--- src/rtl/run_supervisor.sv ---
// Run controller for N_CPU cores: start-up delay, run enable, per-channel finish/status tracking and watchdog.
// Optional feature: define RUN_SUPERVISOR_AUTOSTART_EN to issue an implicit start once after reset release.
module run_supervisor #(
    parameter int N_CPU      = 1,
    parameter int INIT_DELAY = 3,
    parameter int TIMEOUT    = 1000,
    parameter int CW         = 16
) (
    input  logic             i_clk,
    input  logic             i_rst_n,
    input  logic             i_start,
    output logic [N_CPU-1:0] o_run,
    input  logic [N_CPU-1:0] i_running,
    input  logic [N_CPU-1:0] i_status,
    output logic             o_busy,
    output logic             o_done,
    output logic             o_pass,
    output logic             o_timeout,
    output logic [N_CPU-1:0] o_fail_mask,
    output logic [CW-1:0]    o_cycles
);

    typedef enum logic [1:0] {
        ST_IDLE = 2'd0,
        ST_WAIT = 2'd1,
        ST_RUN  = 2'd2,
        ST_DONE = 2'd3
    } state_t;

    localparam logic [CW-1:0] DELAY_LD    = CW'(INIT_DELAY);
    localparam logic [CW-1:0] TIMEOUT_LIM = CW'(TIMEOUT);
    localparam logic [CW-1:0] CNT_ONE     = CW'(1);

    state_t             state_q, state_d;
    logic [CW-1:0]      delay_q, delay_d;
    logic [CW-1:0]      cycles_q, cycles_d;
    logic [N_CPU-1:0]   started_q, started_d;
    logic [N_CPU-1:0]   finished_q, finished_d;
    logic [N_CPU-1:0]   status_q, status_d;
    logic [N_CPU-1:0]   run_q, run_d;
    logic [N_CPU-1:0]   fail_mask_q, fail_mask_d;
    logic               busy_q, busy_d;
    logic               done_q, done_d;
    logic               pass_q, pass_d;
    logic               timeout_q, timeout_d;
    logic               enter_run_s;
    logic               enter_done_s;
    logic               timed_out_s;
    logic               auto_start_s;
    logic [N_CPU-1:0]   fin_new_s;

`ifdef RUN_SUPERVISOR_AUTOSTART_EN
    logic [1:0] boot_q, boot_d;

    // Boot sequencer: counts 0 -> 1 -> 2 after reset; the implicit start fires while it reads 1.
    always_comb begin
        boot_d = boot_q;
        if (boot_q != 2'd2) begin
            boot_d = boot_q + 2'd1;
        end else begin
            boot_d = boot_q;
        end
    end

    // Boot sequencer register.
    always_ff @(posedge i_clk) begin
        if (!i_rst_n) begin
            boot_q <= 2'd0;
        end else begin
            boot_q <= boot_d;
        end
    end

    assign auto_start_s = (boot_q == 2'd1);
`else
    assign auto_start_s = 1'b0;
`endif

    // Next-state, per-channel tracking and result computation.
    always_comb begin
        state_d      = state_q;
        delay_d      = delay_q;
        cycles_d     = cycles_q;
        started_d    = started_q;
        finished_d   = finished_q;
        status_d     = status_q;
        fail_mask_d  = fail_mask_q;
        pass_d       = pass_q;
        timeout_d    = timeout_q;
        enter_run_s  = 1'b0;
        enter_done_s = 1'b0;
        timed_out_s  = 1'b0;
        fin_new_s    = {N_CPU{1'b0}};

        case (state_q)
            ST_IDLE, ST_DONE: begin
                if (i_start || (auto_start_s && (state_q == ST_IDLE))) begin
                    if (INIT_DELAY == 0) begin
                        enter_run_s = 1'b1;
                    end else begin
                        state_d = ST_WAIT;
                        delay_d = DELAY_LD;
                    end
                end else begin
                    state_d = state_q;
                end
            end
            ST_WAIT: begin
                if (delay_q <= CNT_ONE) begin
                    enter_run_s = 1'b1;
                end else begin
                    delay_d = delay_q - CNT_ONE;
                end
            end
            ST_RUN: begin
                // A channel finishes on its first low running sample after having been seen high.
                fin_new_s  = started_q & ~i_running & ~finished_q;
                started_d  = started_q | i_running;
                finished_d = finished_q | fin_new_s;
                status_d   = (status_q & ~fin_new_s) | (i_status & fin_new_s);
                if (cycles_q >= TIMEOUT_LIM) begin
                    cycles_d = cycles_q;
                end else begin
                    cycles_d = cycles_q + CNT_ONE;
                end
                if (&finished_d) begin
                    enter_done_s = 1'b1;
                end else if (cycles_d >= TIMEOUT_LIM) begin
                    enter_done_s = 1'b1;
                    timed_out_s  = 1'b1;
                end else begin
                    enter_done_s = 1'b0;
                end
            end
            default: begin
                state_d = ST_IDLE;
            end
        endcase

        if (enter_run_s) begin
            state_d     = ST_RUN;
            delay_d     = {CW{1'b0}};
            cycles_d    = {CW{1'b0}};
            started_d   = {N_CPU{1'b0}};
            finished_d  = {N_CPU{1'b0}};
            status_d    = {N_CPU{1'b0}};
            fail_mask_d = {N_CPU{1'b0}};
            pass_d      = 1'b0;
            timeout_d   = 1'b0;
        end else if (enter_done_s) begin
            state_d     = ST_DONE;
            fail_mask_d = ~finished_d | ~status_d;
            timeout_d   = timed_out_s;
            pass_d      = ~(|(~finished_d | ~status_d)) & ~timed_out_s;
        end else begin
            state_d = state_d;
        end

        run_d  = (state_d == ST_RUN) ? {N_CPU{1'b1}} : {N_CPU{1'b0}};
        busy_d = (state_d == ST_WAIT) || (state_d == ST_RUN);
        done_d = (state_d == ST_DONE);
    end

    // State and output registers.
    always_ff @(posedge i_clk) begin
        if (!i_rst_n) begin
            state_q     <= ST_IDLE;
            delay_q     <= {CW{1'b0}};
            cycles_q    <= {CW{1'b0}};
            started_q   <= {N_CPU{1'b0}};
            finished_q  <= {N_CPU{1'b0}};
            status_q    <= {N_CPU{1'b0}};
            run_q       <= {N_CPU{1'b0}};
            fail_mask_q <= {N_CPU{1'b0}};
            busy_q      <= 1'b0;
            done_q      <= 1'b0;
            pass_q      <= 1'b0;
            timeout_q   <= 1'b0;
        end else begin
            state_q     <= state_d;
            delay_q     <= delay_d;
            cycles_q    <= cycles_d;
            started_q   <= started_d;
            finished_q  <= finished_d;
            status_q    <= status_d;
            run_q       <= run_d;
            fail_mask_q <= fail_mask_d;
            busy_q      <= busy_d;
            done_q      <= done_d;
            pass_q      <= pass_d;
            timeout_q   <= timeout_d;
        end
    end

    assign o_run       = run_q;
    assign o_busy      = busy_q;
    assign o_done      = done_q;
    assign o_pass      = pass_q;
    assign o_timeout   = timeout_q;
    assign o_fail_mask = fail_mask_q;
    assign o_cycles    = cycles_q;

endmodule

--- config.mk ---
export PLATFORM = sky130hd
export DESIGN_NAME = run_supervisor
export DESIGN_NICKNAME = d
export VERILOG_FILES = /design/src/rtl/run_supervisor.sv
export SDC_FILE = /design/constraint.sdc
export NUM_CORES = 1
export LEC_CHECK = 0
export ABC_AREA = 0
export CAP_MARGIN = 20
export CORE_MARGIN = 2
export CORE_UTILIZATION = 35
export DETAILED_ROUTE_END_ITERATION = 8
export GPL_ROUTABILITY_DRIVEN = 0
export RECOVER_POWER = 50
export SLEW_MARGIN = 10
export SYNTH_ARGS = -nofsm -noshare
export SYNTH_HDL_FRONTEND = slang
export SYNTH_SLANG_ARGS = --single-unit
--- constraint.sdc ---
create_clock -name i_clk -period 2.9 [get_ports i_clk]
set_input_delay 0.58 -clock i_clk [delete_from_list [all_inputs] [get_ports i_clk]]
set_output_delay 0.58 -clock i_clk [all_outputs]
set_load 0.005 [all_outputs]
== Yosys cells after proc, flatten, opt, wreduce, memory -nomap -nowiden ==
Cells that the tools add are included.

* Register bits after elaboration: 43
* Input bits: 5
* Word-level logic and storage cells: 67

* $add $sub $neg: 2
* Magnitude comparators: 3
* Eq/ne operators: 8
* Multiplexer cells: 19
* Bitwise logic cells: 17
* Reductions and logical operators: 6

{| class="wikitable"
|+ Operator list
! kind !! number
|-
| $mux 16 || 4
|-
| $ge 16x10->1 const B || 2
|-
| $pmux 16 s2 || 1
|-
| $add 16x1->16 const B || 1
|-
| $le 16x1->1 const B || 1
|-
| $sub 16x1->16 const B || 1
|-
| $mux 1 || 10
|-
| $eq 2x2->1 const B || 4
|-
| $mux 2 || 4
|-
| $not 1->1 || 8
|-
| $and 1x1->1 || 5
|-
| $eq 2x1->1 const B || 2
|-
| $ne 2x2->1 const B || 2
|-
| $or 1x1->1 || 4
|-
| $reduce_or 2->1 || 2
|-
| $reduce_and 3->1 || 1
|-
| $logic_not 2->1 || 1
|-
| $reduce_bool 2->1 || 1
|-
| $logic_or 1x1->1 || 1
|}

== Depth between registers and ports, before layout ==
Gate-level depths: netlist of the first run.

* Depth after elaboration: 11
* Mapped depth: 9
* Depth with buffers taken out: 9

== Least setup slack after synthesis of the first run ==
Ideal clock, no wire load.

* Path type: register -> register
* Start point: register cycles_q[10], in the netlist o_cycles[10]
* End point: register busy_q, in the netlist o_busy
* Setup time: 65 ps
* Arrival time: 2505 ps
* Required time: 2835 ps
* Path slack: 330 ps
* Stages on the path, launching flop included: 10
* Path buffers: 0
* Path through: dfxtp_1 -> or4_4 -> nor3_4 -> nand4_1 -> or3b_1 -> a22oi_2 -> a21oi_2 -> a211o_1 -> ha_1 -> nor2b_1

* Cells in the longest elaborated chain, start to end: 11
* Elaborated cells on any way between the ends: 13
* Those cells by class: add/sub: 1; order compare: 2; eq/ne: 2; mux: 7; reduce/logical: 1

{| class="wikitable"
|+ Ends and longest elaborated chain
! what !! line !! RTL
|-
| from (decl) || 36 || <nowiki>logic [CW-1:0] cycles_q, cycles_d;</nowiki>
|-
| from (signal assigned) || 169 || <nowiki>cycles_q <= {CW{1'b0}};</nowiki>
|-
| from (signal assigned) || 182 || <nowiki>cycles_q <= cycles_d;</nowiki>
|-
| $add 16x1->16 / $ge 16x10->1 (equally long branches) || 124, 121 ||
|-
| $mux 16 * || 121 || <nowiki>if (cycles_q >= TIMEOUT_LIM) begin</nowiki>
|-
| $mux 16 * || 95 || <nowiki>case (state_q)</nowiki>
|-
| $ge 16x10->1 * || 128 || <nowiki>end else if (cycles_d >= TIMEOUT_LIM) begin</nowiki>
|-
| $mux 1 * || 128 ||
|-
| $mux 1 * || 126 || <nowiki>if (&finished_d) begin</nowiki>
|-
| $mux 1 * || 95 ||
|-
| $mux 2 * || 150 || <nowiki>end else if (enter_done_s) begin</nowiki>
|-
| $mux 2 * || 140 || <nowiki>if (enter_run_s) begin</nowiki>
|-
| $eq 2x1->1 / $eq 2x2->1 (equally long branches) || 160 || <nowiki>busy_d = (state_d == ST_WAIT) || (state_d == ST_RUN);</nowiki>
|-
| $logic_or 1x1->1 * || 160 ||
|-
| to (signal assigned) || 188 || <nowiki>busy_q <= busy_d;</nowiki>
|-
| to (decl) || 42 || <nowiki>logic busy_q, busy_d;</nowiki>
|}

Mark *: on every way between the ends. The rest lies on a longest branch, timed or not. The select of a mux whose other input is x is not followed.
A chain may end at the register's enable or synchronous reset.

== Final worst setup path of the first run ==
Same ends and word-level chain as after synthesis.

==> results.json, run 1 <==
{
  "top_layer_used": "met4",
  "avgSynthCellArea_um2": 8.36,
  "synth_edf_count": 0,
  "power.net_switching_uw": 376,
  "postCtsHoldBufs": 0,
  "finalSetupTns_ns": 0,
  "grt_max_degree": 19,
  "synthAdderAreaFrac_pct": 4.24,
  "fin_crit_sh_pct": 92.0,
  "finalSetupViolations": 0,
  "crit_start": "o_cycles[10]$_SDFFE_PP0N_",
  "h-tree-depth": 2,
  "reg2reg_depth": 9,
  "place_hpwl_um": 3090,
  "syn_nets": 259,
  "startpoint_type": "register",
  "coreArea_um2": 5610,
  "r2r_slack_ns": 0.23,
  "placedCellCount": 348,
  "max_slew_margin_pct": 59.3,
  "outcome": "finished, final reports clean",
  "drc": 0,
  "antenna_found_initial": 0,
  "ant_nets": 0,
  "dr_wl_met2_um": 1990,
  "peakVddDrop_uv": 313,
  "cp_max_fo": 6,
  "drtPass1Iterations": 4,
  "rows": 27,
  "worst_r2r_endpoint": "o_busy$_SDFF_PN0_",
  "swShare_pct": 29.6,
  "worstHoldStart": "started_q$_SDFFE_PP0N_",
  "gr-total-overflow": 0,
  "pin_count": 27,
  "fp.dieH_um": 80.8,
  "root_buffer": "clkbuf_8",
  "r2r_start": "o_cycles[10]$_SDFFE_PP0N_",
  "yosysWarnings": 0,
  "p_seq_share_pct": 50.6,
  "routedWlPerCell_um": 11.7,
  "hp-class": "reg2reg",
  "synth_top_area_cell": "dfxtp_1",
  "ys_seq_elements": 43,
  "synthTopCellsByArea": "dfxtp_1 42%, nor2_1 7.3%, xor2_1 5.9%",
  "yosys.area_share.simple_pct": 29.4,
  "min_period_ns": 2.67,
  "synth_top_family_by_area": "simple AND/OR/NAND/NOR gates",
  "drt-met1-wl_um": 1950,
  "ys_seq_area_share_pct": 41.7,
  "clkPwrFrac_pct": 29.5,
  "nets": 295,
  "grt_pass1_vias": 1663,
  "fp.dieW_um": 80.8,
  "ys.flop_type": "dfxtp_1",
  "fmaxAchievable_mhz": 375,
  "hold_end": "started_q$_SDFFE_PP0N_",
  "post_cts_resize_count": 0,
  "clock_sinks": 43,
  "synth-compound-area-share_pct": 12.3,
  "fillerInstances": 575,
  "vias": 1794,
  "clock_latency_ns": 0.30,
  "cts_buffers": 5,
  "vias_per_cell": 5.04,
  "io_buffers": 26,
  "cts_setup_buffers": 0,
  "yosysMostFrequentCell": "dfxtp_1",
  "drive_above_1_share_pct": 7.75,
  "endpoint_kind": "register",
  "stdcell_count": 356,
  "synth-xor-area-share_pct": 8.48,
  "finalClockSkew_ns": 0.00944,
  "leakage_nw": 1.01,
  "rsz0062_at_grt": "no",
  "drv_slew": 0,
  "maxCapViolations": 0,
  "met3_length_um": 152,
  "track_usage_pct": 14.3,
  "async_flop_share_pct": 0,
  "wl_um": 4170,
  "start_util_pct": 36.8,
  "syn_inst": 247,
  "cts_tree": "built",
  "synth_mux_area_share_pct": 1.03,
  "worst_pin_slew_ns": 0.610,
  "worstSetupPathType": "reg2reg",
  "synth_area_um2": 2070,
  "worst_ep_arrival_time_ns": 2.90,
  "powerDensity_nw_per_um2": 502,
  "synth.distinct_cells": 46,
  "synth_common_cells": "43 x dfxtp_1, 40 x nor2_1, 26 x nand2_1",
  "grt_pass1_wl_um": 7310,
  "area.growth.synth_to_final_pct": 22.7,
  "clockBufferDepth": 2,
  "die_area_um2": 6530,
  "cp_data_required_time_ns": 3.13,
  "whs_path_depth": 2,
  "combPwrFrac_pct": 19.8,
  "first_iter_violations": 100,
  "p_int_uw": 896,
  "antenna_cells": 0,
  "hold_viol": 0,
  "yosysTopAreaCellShare_pct": 41.7,
  "clk_pin_slew_ns": 0.08
}
==> power groups by stage <==
| stage | sequential, mW | clock (mW) | combinational [mW] |
|---|---|---|---|
| finish | 0.644 | 0.375 | 0.252 |
| global route | 0.648 | 0.423 | 0.292 |
| global placement | 0.658 | 0 | 0.259 |
| floorplan | 0.653 | 0 | 0.198 |
| detailed placement | 0.658 | 0 | 0.259 |
| CTS | 0.644 | 0.395 | 0.261 |
==> worst max path at each step <==
stage | to | slack [ns] | depth (start not counted)
final | o_busy$_SDFF_PN0_ | 0.23 | 9
after CTS | o_busy$_SDFF_PN0_ | 0.20 | 9
after detailed placement | o_busy$_SDFF_PN0_ | 0.24 | 9
after global routing | o_busy$_SDFF_PN0_ | 0.07 | 9
after floorplan | o_busy$_SDFF_PN0_ | 0.33 | 9
after global placement | o_busy$_SDFF_PN0_ | 0.33 | 9
==> critical path, cell delays in order, from the launching register on <==
cell     delay [ns]
dfxtp_1        0.33
or4_4          0.54
nor3_4         0.15
nand4_1        0.14
or3b_1         0.41
a22oi_2        0.23
a21oi_2        0.13
a211o_1        0.29
ha_1           0.29
nor2b_1        0.10
==> placed cells by master, fill, tap and decap left out, drive strengths merged, types with 3 or more instances in the layout <==
cell	instances
nand3b	4
nor2	40
inv	12
clkbuf	7
clkdlybuf4s50	4
nor3	10
and2	9
nor4	4
xor2	14
a21oi	11
a211oi	4
or3	3
nor2b	4
buf	6
dfxtp	43
xnor2	6
nand3	11
nand2	26
dlygate4sd3	22
o21ai	7
ha	7
==> cell families (layout without fill, tap and decap cells) <==
kind of cell	count (synthesis)	count (layout)
simple gates	122	122
flops	43	43
compound gates	37	37
xor+xnor	20	20
buf+inv	16	53
fa+ha+maj	7	7
mux	2	2
==> metal layers <==
metal | vias to the layer above | track usage, %
li1 | 917 | -
met1 | 836 | 17.2
met2 | 33 | 23.6
met3 | 8 | 4.89
met4 | 0 | 5.42
met5 | - | 0
==> stage by stage <==
stage               util [%]  cell area, um2  setup WS, ns  hold WS (ns)  power [mW]
detailed placement      43.8            2450         0.242         0.455       0.916
floorplan                  -            2070         0.330         0.429       0.850
global route            45.2            2530        0.0691         0.500        1.36
finish                  45.2            2530         0.233         0.476        1.27
CTS                     45.3            2540         0.198         0.480        1.30
global placement        43.8            2450         0.329         0.439       0.917
==> cell type report <==
class	count	area, um2	share of cell area [%]
Multi-Input combinational cell	188	1140	45.2
Clock inverter	2	12.5	0.494
Inverter	12	45.0	1.78
Tap cell	72	90.1	3.55
Clock buffer	6	72.6	2.86
Timing Repair Buffer	33	309	12.2
Sequential cell	43	861	34.0
Note: power is estimated with default switching activity, not from simulation.
==> inputs of run 2 (changes only) <==
--- a/config.mk
+++ b/config.mk
@@ -12,7 +12,7 @@
 export DETAILED_ROUTE_END_ITERATION = 8
 export GPL_ROUTABILITY_DRIVEN = 0
 export RECOVER_POWER = 50
-export SLEW_MARGIN = 10
+export SLEW_MARGIN = 20
 export SYNTH_ARGS = -nofsm -noshare
 export SYNTH_HDL_FRONTEND = slang
 export SYNTH_SLANG_ARGS = --single-unit
==> results of run 2 <==
Final layout, timing and power as in run 1 (identical DEF).
==> inputs of run 3 (changes only) <==
--- a/config.mk
+++ b/config.mk
@@ -8,9 +8,10 @@
 export ABC_AREA = 0
 export CAP_MARGIN = 20
 export CORE_MARGIN = 2
-export CORE_UTILIZATION = 35
+export CORE_UTILIZATION = 54
 export DETAILED_ROUTE_END_ITERATION = 8
 export GPL_ROUTABILITY_DRIVEN = 0
+export PLACE_DENSITY = 0.78
 export RECOVER_POWER = 50
 export SLEW_MARGIN = 20
 export SYNTH_ARGS = -nofsm -noshare
==> results.json, run 3 (synthesized netlist as in run 1, its figures left out) <==
{
  "outcome": "finished, final reports clean",
  "powerDensity_nw_per_um2": 573,
  "clockBufferDepth": 2,
  "cts_setup_buffers": 0,
  "cts_tree": "built",
  "maxCapViolations": 0,
  "nets": 294,
  "hold_viol": 0,
  "pin_count": 27,
  "fillerInstances": 324,
  "rsz0062_at_grt": "no",
  "cp_data_required_time_ns": 3.14,
  "fp.dieH_um": 65.9,
  "finalPower_mw": 1.46,
  "reg2reg_depth": 9,
  "leakage_nw": 1.03,
  "max_slew_margin_pct": 59.1,
  "fin_crit_sh_pct": 91.8,
  "drc": 0,
  "postPlaceCellArea_um2": 2420,
  "postCtsHoldBufs": 0,
  "rows": 22,
  "cp_max_fo": 6,
  "critPathMaxStageDelay_ns": 0.55,
  "worstSetupPathType": "reg2reg",
  "io_buffers": 26,
  "drv_slew": 0,
  "final_cell_mix": "43 x dfxtp_1, 40 x nor2_1, 26 x nand2_1, 22 x dlygate4sd3_1, 14 x xor2_1",
  "ant_nets": 0,
  "cp.depth": 9,
  "worst_ep_arrival_time_ns": 2.90,
  "gr-total-overflow": 0,
  "drive_above_1_share_pct": 7.77,
  "clk_pin_slew_ns": 0.08,
  "endpoint_kind": "register",
  "grt_pass1_wl_um": 7250,
  "startpoint_type": "register",
  "root_buffer": "clkbuf_8",
  "final_cell_area_um2": 2550,
  "fmaxAchievable_mhz": 376,
  "path_buf_inv": 0,
  "holdWs_ns": 0.475,
  "antenna_cells": 0,
  "wl_um": 4250,
  "finalSetupViolations": 0,
  "vias_per_cell": 5.35,
  "finalSetupTns_ns": 0,
  "cts_buffers": 5,
  "finish.utilization_pct": 69.6,
  "routedWlPerCell_um": 12.8,
  "fp.dieW_um": 65.9,
  "worst_pin_slew_ns": 0.613,
  "clock_sinks": 43,
  "drtPass1Iterations": 4,
  "vias": 1771,
  "cp_cell_sequence": "or4_4, nor3_4, nand4_1, or3b_1, a22oi_2, a21oi_2, a211o_1, ha_1, nor2b_1",
  "peakVddDrop_uv": 442,
  "coreArea_um2": 3660,
  "area.growth.synth_to_final_pct": 23.4,
  "finalClockSkew_ns": 0.00910,
  "post_cts_resize_count": 0,
  "final_common_cell": "dfxtp_1",
  "antenna_found_initial": 0,
  "h-tree-depth": 2,
  "track_usage_pct": 22.0,
  "place_hpwl_um": 3050,
  "die_area_um2": 4340,
  "whs_path_depth": 2,
  "crit_family": "simple AND/OR/NAND/NOR gates",
  "clock_latency_ns": 0.30,
  "start_util_pct": 56.4,
  "min_period_ns": 2.66,
  "grt_max_degree": 16,
  "slowest_stage": "or4_4",
  "first_iter_violations": 77,
  "hp-class": "reg2reg",
  "grt_pass1_vias": 1716
}
run 3: changes by cell type in the layout (fill, tap and decap cells not counted), sizes merged:
cell    before  now
clkbuf       7    6
bufinv       0    2
buf          6    5
clkinv       1    0
run 3: metrics by stage:
stage | std cells | worst slack (ns)
after floorplan | 247 | 0.330
after global placement | 323 | 0.335
after CTS | 331 | 0.201
after global routing | 331 | 0.0859
final | 331 | 0.237
after detailed placement | 323 | 0.235
run 3: final timing paths:
check                            to  slack (ns)                 startpoint
max reg2reg       o_busy$_SDFF_PN0_        0.24  o_cycles[10]$_SDFFE_PP0N_
min          o_timeout$_SDFFE_PP0P_        0.47     o_timeout$_SDFFE_PP0P_
min reg2reg  o_timeout$_SDFFE_PP0P_        0.47     o_timeout$_SDFFE_PP0P_
max               o_busy$_SDFF_PN0_        0.24  o_cycles[10]$_SDFFE_PP0N_
run 3: worst min-delay path: cells and delay by family (launching register included):
kind            cells  cell delay [ns]
flops               1             0.32
simple gates        1             0.05
compound gates      1             0.06
run 3: layer usage:
metal / GRT usage, % / up-vias / wire length, um
met3: 5.62 / 6 / 123
met5: 0 / - / 0
met2: 38.8 / 17 / 2180
met1: 24.8 / 833 / 1870
met4: 9.64 / 0 / 71
li1: - / 915 / -
run 3: where the power goes:
group / total [mW] / leakage (nW) / switching (mW) / internal [mW]
sequential: 0.644 / 0.348 / 0.0249 / 0.619
clock: 0.556 / 0.0644 / 0.213 / 0.343
combinational: 0.259 / 0.619 / 0.150 / 0.109
run 3: cell type report:
| class | instances | area [um2] | area share (%) |
|---|---|---|---|
| clock buffer | 5 | 68.8 | 2.70 |
| clock inverter | 3 | 67.6 | 2.65 |
| inverter | 12 | 45.0 | 1.77 |
| multi-input combinational | 188 | 1140 | 44.9 |
| sequential | 43 | 861 | 33.8 |
| tap | 48 | 60.1 | 2.36 |
| timing repair buffer | 32 | 302 | 11.8 |
